[src/rtl/corefifo_rd_ctrl.sv]
// corefifo_rd_ctrl: read-side controller of the CALFIFO asynchronous FIFO.
// Synchronises the Gray write pointer, owns the read pointer, drives the
// 1-cycle-latency RAM read port and presents a first-word-fall-through output.
// Build macro CALFIFO_RD_LEVEL_REG_EN: when defined, rd_count and aempty are
// registered (one cycle later); the FSM always uses the unregistered level.
module corefifo_rd_ctrl #(
  parameter int ADDRWIDTH   = 3,
  parameter int DATAWIDTH   = 18,
  parameter int SYNC_STAGES = 2,
  parameter int AEVAL       = 2
) (
  input  logic                 rclk,
  input  logic                 rreset_n,
  input  logic [ADDRWIDTH:0]   wptr_gray_in,
  output logic [ADDRWIDTH:0]   rptr_gray_out,
  output logic                 mem_re,
  output logic [ADDRWIDTH-1:0] mem_raddr,
  input  logic [DATAWIDTH-1:0] mem_rdata,
  output logic                 rd_valid,
  input  logic                 rd_ready,
  output logic [DATAWIDTH-1:0] rd_data,
  output logic                 empty,
  output logic                 aempty,
  output logic [ADDRWIDTH:0]   rd_count,
  output logic                 underflow
);

  localparam int PW = ADDRWIDTH + 1;
  localparam int SW = ADDRWIDTH + 2;

  typedef enum logic [1:0] {
    S_IDLE  = 2'd0,
    S_WAIT  = 2'd1,
    S_VALID = 2'd2
  } state_e;

  // Gray to binary: each binary bit is the XOR of all Gray bits at or above it.
  function automatic logic [PW-1:0] gray2bin(input logic [PW-1:0] g);
    logic [PW-1:0] b;
    b[PW-1] = g[PW-1];
    for (int i = PW - 1; i > 0; i--) begin
      b[i-1] = b[i] ^ g[i-1];
    end
    return b;
  endfunction

  logic [PW-1:0]        sync_q [SYNC_STAGES];
  logic [PW-1:0]        rbin_q, rbin_d;
  logic [PW-1:0]        rgray_q, rgray_d;
  logic [PW-1:0]        wbin_s;
  logic [PW-1:0]        level_s;
  logic                 level_nz_s;
  logic                 hs_s;
  logic                 wait_s;
  logic                 mem_re_s;
  logic [SW-1:0]        ae_sum_s;
  logic                 aempty_s;
  state_e               state_q, state_d;
  logic                 rd_valid_q;
  logic [DATAWIDTH-1:0] rd_data_q;
  logic                 underflow_q;

  // Write-pointer synchroniser chain (Gray code, one bit changes per step).
  always_ff @(posedge rclk or negedge rreset_n) begin
    if (!rreset_n) begin
      for (int i = 0; i < SYNC_STAGES; i++) begin
        sync_q[i] <= '0;
      end
    end else begin
      sync_q[0] <= wptr_gray_in;
      for (int i = 1; i < SYNC_STAGES; i++) begin
        sync_q[i] <= sync_q[i-1];
      end
    end
  end

  assign wbin_s     = gray2bin(sync_q[SYNC_STAGES-1]);
  assign level_s    = wbin_s - rbin_q;
  assign level_nz_s = |level_s;
  assign hs_s       = rd_valid_q & rd_ready;
  assign wait_s     = (state_q == S_WAIT);

  // Next-state logic: one RAM fetch per IDLE/VALID exit, data lands in WAIT.
  always_comb begin
    state_d = state_q;
    case (state_q)
      S_IDLE: begin
        if (level_nz_s) state_d = S_WAIT;
        else            state_d = S_IDLE;
      end
      S_WAIT: begin
        state_d = S_VALID;
      end
      S_VALID: begin
        if (hs_s) state_d = level_nz_s ? S_WAIT : S_IDLE;
        else      state_d = S_VALID;
      end
      default: begin
        state_d = S_IDLE;
      end
    endcase
  end

  // RAM read enable: only ever issued while unread words are present.
  always_comb begin
    mem_re_s = 1'b0;
    case (state_q)
      S_IDLE:  mem_re_s = level_nz_s;
      S_VALID: mem_re_s = hs_s & level_nz_s;
      default: mem_re_s = 1'b0;
    endcase
  end

  assign rbin_d  = rbin_q + {{(PW-1){1'b0}}, mem_re_s};
  assign rgray_d = (rbin_d >> 1) ^ rbin_d;

  // State register and read pointer (binary and Gray move on the same edge).
  always_ff @(posedge rclk or negedge rreset_n) begin
    if (!rreset_n) begin
      state_q <= S_IDLE;
      rbin_q  <= '0;
      rgray_q <= '0;
    end else begin
      state_q <= state_d;
      rbin_q  <= rbin_d;
      rgray_q <= rgray_d;
    end
  end

  // Output word register: capture RAM data in WAIT, drop valid on handshake.
  always_ff @(posedge rclk or negedge rreset_n) begin
    if (!rreset_n) begin
      rd_valid_q <= 1'b0;
      rd_data_q  <= '0;
    end else if (wait_s) begin
      rd_valid_q <= 1'b1;
      rd_data_q  <= mem_rdata;
    end else if (hs_s) begin
      rd_valid_q <= 1'b0;
    end
  end

  // Underflow flag: consumer asked while nothing was presented.
  always_ff @(posedge rclk or negedge rreset_n) begin
    if (!rreset_n) underflow_q <= 1'b0;
    else           underflow_q <= rd_ready & ~rd_valid_q;
  end

  // Almost-empty counts RAM words plus the held word and any in-flight word.
  assign ae_sum_s = {1'b0, level_s}
                  + {{(SW-1){1'b0}}, rd_valid_q}
                  + {{(SW-1){1'b0}}, wait_s};
  assign aempty_s = (ae_sum_s <= SW'(AEVAL));

`ifdef CALFIFO_RD_LEVEL_REG_EN
  logic [PW-1:0] rd_count_q;
  logic          aempty_q;

  // Retimed level status; lags the live level by one cycle.
  always_ff @(posedge rclk or negedge rreset_n) begin
    if (!rreset_n) begin
      rd_count_q <= '0;
      aempty_q   <= 1'b1;
    end else begin
      rd_count_q <= level_s;
      aempty_q   <= aempty_s;
    end
  end

  assign rd_count = rd_count_q;
  assign aempty   = aempty_q;
`else
  assign rd_count = level_s;
  assign aempty   = aempty_s;
`endif

  assign rptr_gray_out = rgray_q;
  assign mem_re        = mem_re_s;
  assign mem_raddr     = rbin_q[ADDRWIDTH-1:0];
  assign rd_valid      = rd_valid_q;
  assign rd_data       = rd_data_q;
  assign empty         = ~rd_valid_q;
  assign underflow     = underflow_q;

endmodule

[config.mk]
export PLATFORM = sky130hd
export DESIGN_NAME = corefifo_rd_ctrl
export DESIGN_NICKNAME = d
export VERILOG_FILES = /design/src/rtl/corefifo_rd_ctrl.sv
export SDC_FILE = /design/constraint.sdc
export NUM_CORES = 1
export LEC_CHECK = 0
export CELL_PAD_IN_SITES_DETAIL_PLACEMENT = 1
export CELL_PAD_IN_SITES_GLOBAL_PLACEMENT = 2
export CORE_ASPECT_RATIO = 1.2
export CORE_MARGIN = 2
export CORE_UTILIZATION = 30
export DETAILED_ROUTE_END_ITERATION = 8
export GPL_TIMING_DRIVEN = 0
export PLACE_DENSITY = 0.86
export SKIP_CTS_REPAIR_TIMING = 1
export SLEW_MARGIN = 30
export SYNTH_ARGS = -nofsm -noshare
export SYNTH_HDL_FRONTEND = slang
export SYNTH_SLANG_ARGS = --single-unit
[constraint.sdc]
create_clock -name rclk -period 6 [get_ports rclk]
set_clock_uncertainty 0.1 [all_clocks]
set_input_delay 1.5 -clock rclk [delete_from_list [all_inputs] [get_ports rclk]]
set_output_delay 1.5 -clock rclk [all_outputs]
set_load 0.02 [all_outputs]
==> results.yml, run 1 <==
status:
  outcome: "completed"
min_path:
  min_path_type: "reg -> reg"
  hold_path_end: "sync_q[1]"
  hold_start: "sync_q[5]"
  holdPathStages: 0
grt:
  grt_usage_pct: 13.7
  grt_pass1_wl_mm: 5.53
  overflow: 0
  grt_pass1_vias: 1200
  grt_max_degree: 21
  antenna_found_initial: 0
worst_setup_path:
  worstPathMaxFanout: 4
  cp_data_arrival_time_ns: 3.45
  r2r_cells: 12
  r2r_slack_ns: 2.45
  reg2reg_to: "rptr_gray_out[1]"
  crit_path_end_kind: "primary output"
  cp.required_ns: 4.40
  timing.rr.start: "sync_q[3]"
  crit_start: "sync_q[3]"
  setup.worst_path.class: "reg -> out"
  worstSetupStartpointType: "flip-flop"
cells_and_area:
  nFillCells: 477
  syn2layout_area_growth_pct: 52.7
  multi_input_comb_area_um2: 538
  drive_gt1_share_pct: 19.6
  layout.nets: 200
  diodes: 0
  seq_area_um2: 926
timing:
  timing.fmax_mhz: 198
  fin_tns_setup_ns: 0
  hold_ws_ns: 0.257
  hold_viol: 0
  rsz0062_at_grt: "no"
  setup-violations-final: 0
  min_period_ns: 5.05
  maxSlewViolCount: 0
  slew_headroom_pct: 68.5
  worstMarginPinSlew_ns: 0.473
  final.period_utilization_pct: 84.1
floorplanning:
  io_pins: 59
  die_area_um2: 5600
  fp-row-count: 28
  die_w_um: 68.7
  core_area_um2: 4870
  die_height_um: 81.6
  initial_utilization_pct: 30.9
synth:
  yosys_warnings: 0
  synth_most_common_cell: "dfrtp_1"
  synth_common_cells: "dfrtp_1 (37), mux2_2 (17), inv_1 (7)"
  synth_edf_count: 0
  synth.distinct_cells: 23
  syn_inst: 101
  yosysSeqAreaShare_pct: 61.5
  synth.avg_cell_area_um2: 14.9
  synth-main-ff-cell: "dfrtp_1"
  synth-async-reset-ratio_pct: 100
  synthTopCellsByArea: "dfrtp_1 (62%), mux2_2 (13%), ha_1 (5.0%)"
  synth_top_cell_by_area: "dfrtp_1"
  synth_top_cell_area_share_pct: 61.5
  syn-num-nets: 134
  syn_area_um2: 1510
  ys_ff_latch: 37
power:
  powerDensity_nw_per_um2: 649
  seq_power_share_pct: 28.7
  switching_share_pct: 39.0
  p_comb_share_pct: 56.8
  p_leak_nw: 0.988
  power.share.clock_pct: 14.5
  internal_power_mw: 0.910
  switching_power_mw: 0.583
  vdd_ir_drop_max_uv: 282
clocking:
  cts_sinks: 37
  clockRootBuffer: "clkbuf_8"
  cts_buffers: 5
  clock_latency_ns: 0.29
  max-clock-path-buffers: 2
  htree_levels: 2
  clkTransAtPathRegs_ns: 0.08
  cts_tree: "built"
drt:
  wl_per_cell_um: 14.7
  drc: 0
  drt-pass1-iter-count: 2
  routed-via-count: 1035
  viasPerCell: 4.54
  wl_mm: 3.35
  drt_iter0_markers: 21
  antenna_left: 0
placement:
  port_buffers: 58
  gp_congestion: 0.714
  place.detailed.hpwl_mm: 2.77
flow_run:
  maxCapViolations: 0
-- power by group through the flow --
stage / clock network [mW] / registers (mW) / logic [mW]
after floorplan: 0 / 0.536 / 0.370
after global routing: 0.232 / 0.442 / 0.923
after detailed placement: 0 / 0.434 / 0.858
after global placement: 0 / 0.424 / 0.827
final: 0.217 / 0.428 / 0.848
after CTS: 0.226 / 0.430 / 0.863
-- cell type report --
cell class                      instances  share of cell area, %
Clock inverter                          3                   2.01
Inverter                                7                   1.14
Clock buffer                            5                   2.99
Tap cell                               60                   3.27
Multi-Input combinational cell         55                   23.4
Timing Repair Buffer                   59                   26.2
Sequential cell                        37                   40.3
Buffer                                  2                  0.653
-- sequential cells by signal, indices dropped and copies added, names as in the netlist --
name,count
rbin_q,4
rd_valid,1
sync_q,8
state_q,2
underflow,1
rptr_gray_out,3
rd_data,18
-- kinds of logic after synthesis --
group,after synthesis,share of synthesized area (%)
AO/OA/AOI/OAI,7,3.41
XOR/XNOR,11,7.40
adder cells (fa/ha/maj),8,7.65
buffers and inverters,9,2.74
flip-flops,37,61.5
multiplexers,18,13.5
AND/OR/NAND/NOR,11,3.82
-- per-stage QoR --
| stage | std cells | instance area (um2) | setup slack [ns] | utilization, % | total power, mW |
|---|---|---|---|---|---|
| after global routing | 228 | 2300 | 0.727 | 47.2 | 1.60 |
| after detailed placement | 220 | 2180 | 1.16 | 44.8 | 1.29 |
| after global placement | 219 | 2160 | 1.16 | 44.4 | 1.25 |
| after floorplan | 101 | 1510 | 1.55 | - | 0.906 |
| final | 228 | 2300 | 0.955 | 47.2 | 1.49 |
| after CTS | 228 | 2300 | 0.870 | 47.2 | 1.52 |
-- critical path, cell delays in order, from the launching register on --
cell and delay, ns:
dfrtp_1 0.43, xor2_2 0.21, xnor2_2 0.23, xor2_1 0.12, ha_1 0.23, fa_1 0.39
xnor2_1 0.28, nor3_1 0.11, a221oi_1 0.46, clkdlybuf4s50_1 0.69
-- layer usage --
| layer | vias up | wire [um] | part of all wire, % | GRT usage, % |
|---|---|---|---|---|
| li1 | 468 | - | - | - |
| met1 | 523 | 1170 | 35 | 14.5 |
| met2 | 40 | 1880 | 56 | 24.4 |
| met3 | 4 | 247 | 7.4 | 4.93 |
| met4 | 0 | 52 | 1.6 | 5.40 |
| met5 | - | 0 | 0 | 0 |
-- cells in the final DEF, fill, tap and decap left out --
| cell | Yosys | routed |
|---|---|---|
| mux2_1 | 1 | 1 |
| buf_4 | 2 | 2 |
| nand3_1 | 2 | 2 |
| clkbuf_8 | 0 | 5 |
| fa_1 | 2 | 2 |
| buf_2 | 0 | 1 |
| nand2_1 | 4 | 4 |
| dfrtp_1 | 37 | 37 |
| o21ai_2 | 1 | 1 |
| clkinvlp_4 | 0 | 1 |
| and3_1 | 1 | 1 |
| xnor2_1 | 4 | 4 |
| nor3_1 | 1 | 1 |
| inv_1 | 7 | 7 |
| nand2b_1 | 1 | 1 |
| buf_16 | 0 | 1 |
| a21oi_1 | 1 | 1 |
| xor2_2 | 1 | 1 |
| xnor2_2 | 1 | 1 |
| nor2b_1 | 1 | 1 |
| ha_1 | 6 | 6 |
| o21bai_1 | 2 | 2 |
| mux2_2 | 17 | 17 |
| nor2b_2 | 1 | 1 |
| bufinv_16 | 0 | 1 |
| a221oi_1 | 2 | 2 |
| xor2_1 | 5 | 5 |
| clkdlybuf4s50_1 | 0 | 57 |
| clkinv_4 | 0 | 1 |
| o21ai_0 | 1 | 1 |
-- worst max-delay path by stage --
stage | end | slack, ns | cells past startpoint
2_1_floorplan | mem_re | 1.55 | 8
3_3_place_gp | mem_re | 1.16 | 4
3_5_place_dp | mem_re | 1.16 | 4
4_1_cts | mem_re | 0.87 | 9
5_1_grt | mem_re | 0.73 | 9
6_report | mem_re | 0.95 | 9
(Power assumes the default switching activity.)
==> run 2, diff against run 1 <==
- CORE_UTILIZATION: 30 -> 25
- PLACE_DENSITY: 0.86 -> 0.77
- clock period: 6 -> 4.2 ns (I/O delays scaled with it)
==> results.yml, run 2 (synthesis results as in run 1) <==
status:
  outcome: "completed"
cells_and_area:
  diodes: 0
  fin_cells: 248
  multi_input_comb_area_um2: 552
  largest_reg_flops: 18
  seq_area_um2: 926
  layout_commonest_cell: "clkdlybuf4s50_1"
  syn2layout_area_growth_pct: 52.3
  final_cell_mix: "clkdlybuf4s50_1 (55), dfrtp_1 (37), mux2_2 (17)"
  nFillCells: 614
  drive_gt1_share_pct: 19.6
  layout.nets: 200
clocking:
  clock_latency_ns: 0.28
  clockRootBuffer: "clkbuf_8"
  max-clock-path-buffers: 2
  clkTransAtPathRegs_ns: 0.07
  cts_tree: "built"
  cts_sinks: 37
  cts_buffers: 5
  htree_levels: 2
floorplanning:
  die_height_um: 89
  core_area_um2: 5740
  die_area_um2: 6660
  die_w_um: 74.8
  initial_utilization_pct: 26.2
  fp-row-count: 30
  io_pins: 59
worst_setup_path:
  worstSetupStartpointType: "flip-flop"
  cpPeakStageDelay_ns: 0.42
  worstPathMaxFanout: 4
  cp.required_ns: 3.05
  cp_data_arrival_time_ns: 2.82
  crit_path_end_kind: "primary output"
  setup.worst_path.class: "reg -> out"
  cp_cell_sequence: "xor2_2 > xnor2_2 > xor2_1 > ha_1 > fa_1 > xnor2_2 > nor3_1 > a221oi_2 > clkbuf_2"
  path_buf_inv: 1
  cp_slowest_cell: "dfrtp_1"
  path_delay_family: "XOR/XNOR gates"
  cpMostUsedCell: "xnor2_2"
placement:
  post-place-cells: 240
  port_buffers: 58
  place.detailed.hpwl_mm: 2.63
  gp_congestion: 0.711
grt:
  grt_pass1_vias: 1217
  overflow: 0
  grt_max_degree: 29
  grt_usage_pct: 11.5
  antenna_found_initial: 0
  grt_pass1_wl_mm: 5.66
drt:
  wl_met1_mm: 1.22
  top_layer_used: "met4"
  wl_met3_um: 267
  wl_per_cell_um: 13.4
  drt-pass1-iter-count: 3
  antenna_left: 0
  viasPerCell: 4.12
  drc: 0
  met2_wirelength_mm: 1.76
  routed-via-count: 1022
  wl_mm: 3.33
  drt_iter0_markers: 11
timing:
  hold_ws_ns: 0.245
  setup-violations-final: 0
  hold_viol: 0
  final.period_utilization_pct: 94.6
  timing.fmax_mhz: 252
  maxSlewViolCount: 0
  worstMarginPinSlew_ns: 0.375
  rsz0062_at_grt: "no"
  slew_headroom_pct: 74.8
  min_period_ns: 3.97
power:
  powerDensity_nw_per_um2: 900
  p_leak_nw: 0.993
  vdd_ir_drop_max_uv: 401
min_path:
  min_path_type: "reg -> reg"
flow_run:
  maxCapViolations: 0
## run 2: where the power goes
| group | internal, mW | switching (mW) | total [mW] |
|---|---|---|---|
| Clock | 0.118 | 0.113 | 0.231 |
| Combinational | 0.611 | 0.608 | 1.22 |
| Sequential | 0.511 | 0.101 | 0.612 |
## run 2: final timing paths
| path | from | endpoint | slack (ns) | cells after the start |
|---|---|---|---|---|
| setup / recovery | sync_q[3] | mem_re | 0.23 | 9 |
| hold / removal | sync_q[5] | sync_q[1] | 0.24 | 0 |
| setup reg to reg | sync_q[3] | rptr_gray_out[1] | 0.84 | 12 |
| hold reg to reg | sync_q[5] | sync_q[1] | 0.24 | 0 |
| max in group asynchronous | rreset_n | sync_q[6] | 3.05 | 2 |
| min in group asynchronous | rreset_n | rd_data[0] | 0.52 | 1 |
## run 2: per-layer routing
metal | track usage (%) | up-vias
met5 | 0 | -
met4 | 5.84 | 0
met3 | 4.96 | 7
met2 | 19.1 | 40
met1 | 12.2 | 506
li1 | - | 469
## run 2: layout make-up
type	instances	share of cell area, %
flip-flops and latches	37	40.4
repair buffers	59	25.9
clock buffers	8	3.49
plain buffers	2	0.655
multi-input cells	55	24.1
well taps	80	4.37
inverters	7	1.15
## run 2: per-stage QoR
step	utilization, %	total power, mW	area (um2)	TNS, ns	setup slack, ns
4_1_cts	39.7	2.09	2280	-0.631	-0.445
2_1_floorplan	-	1.29	1510	0	0.204
5_1_grt	39.9	2.23	2290	0	0.0104
3_5_place_dp	38.3	1.85	2200	-0.106	-0.106
6_report	39.9	2.06	2290	0	0.226
3_3_place_gp	38.1	1.81	2190	-0.0755	-0.0755
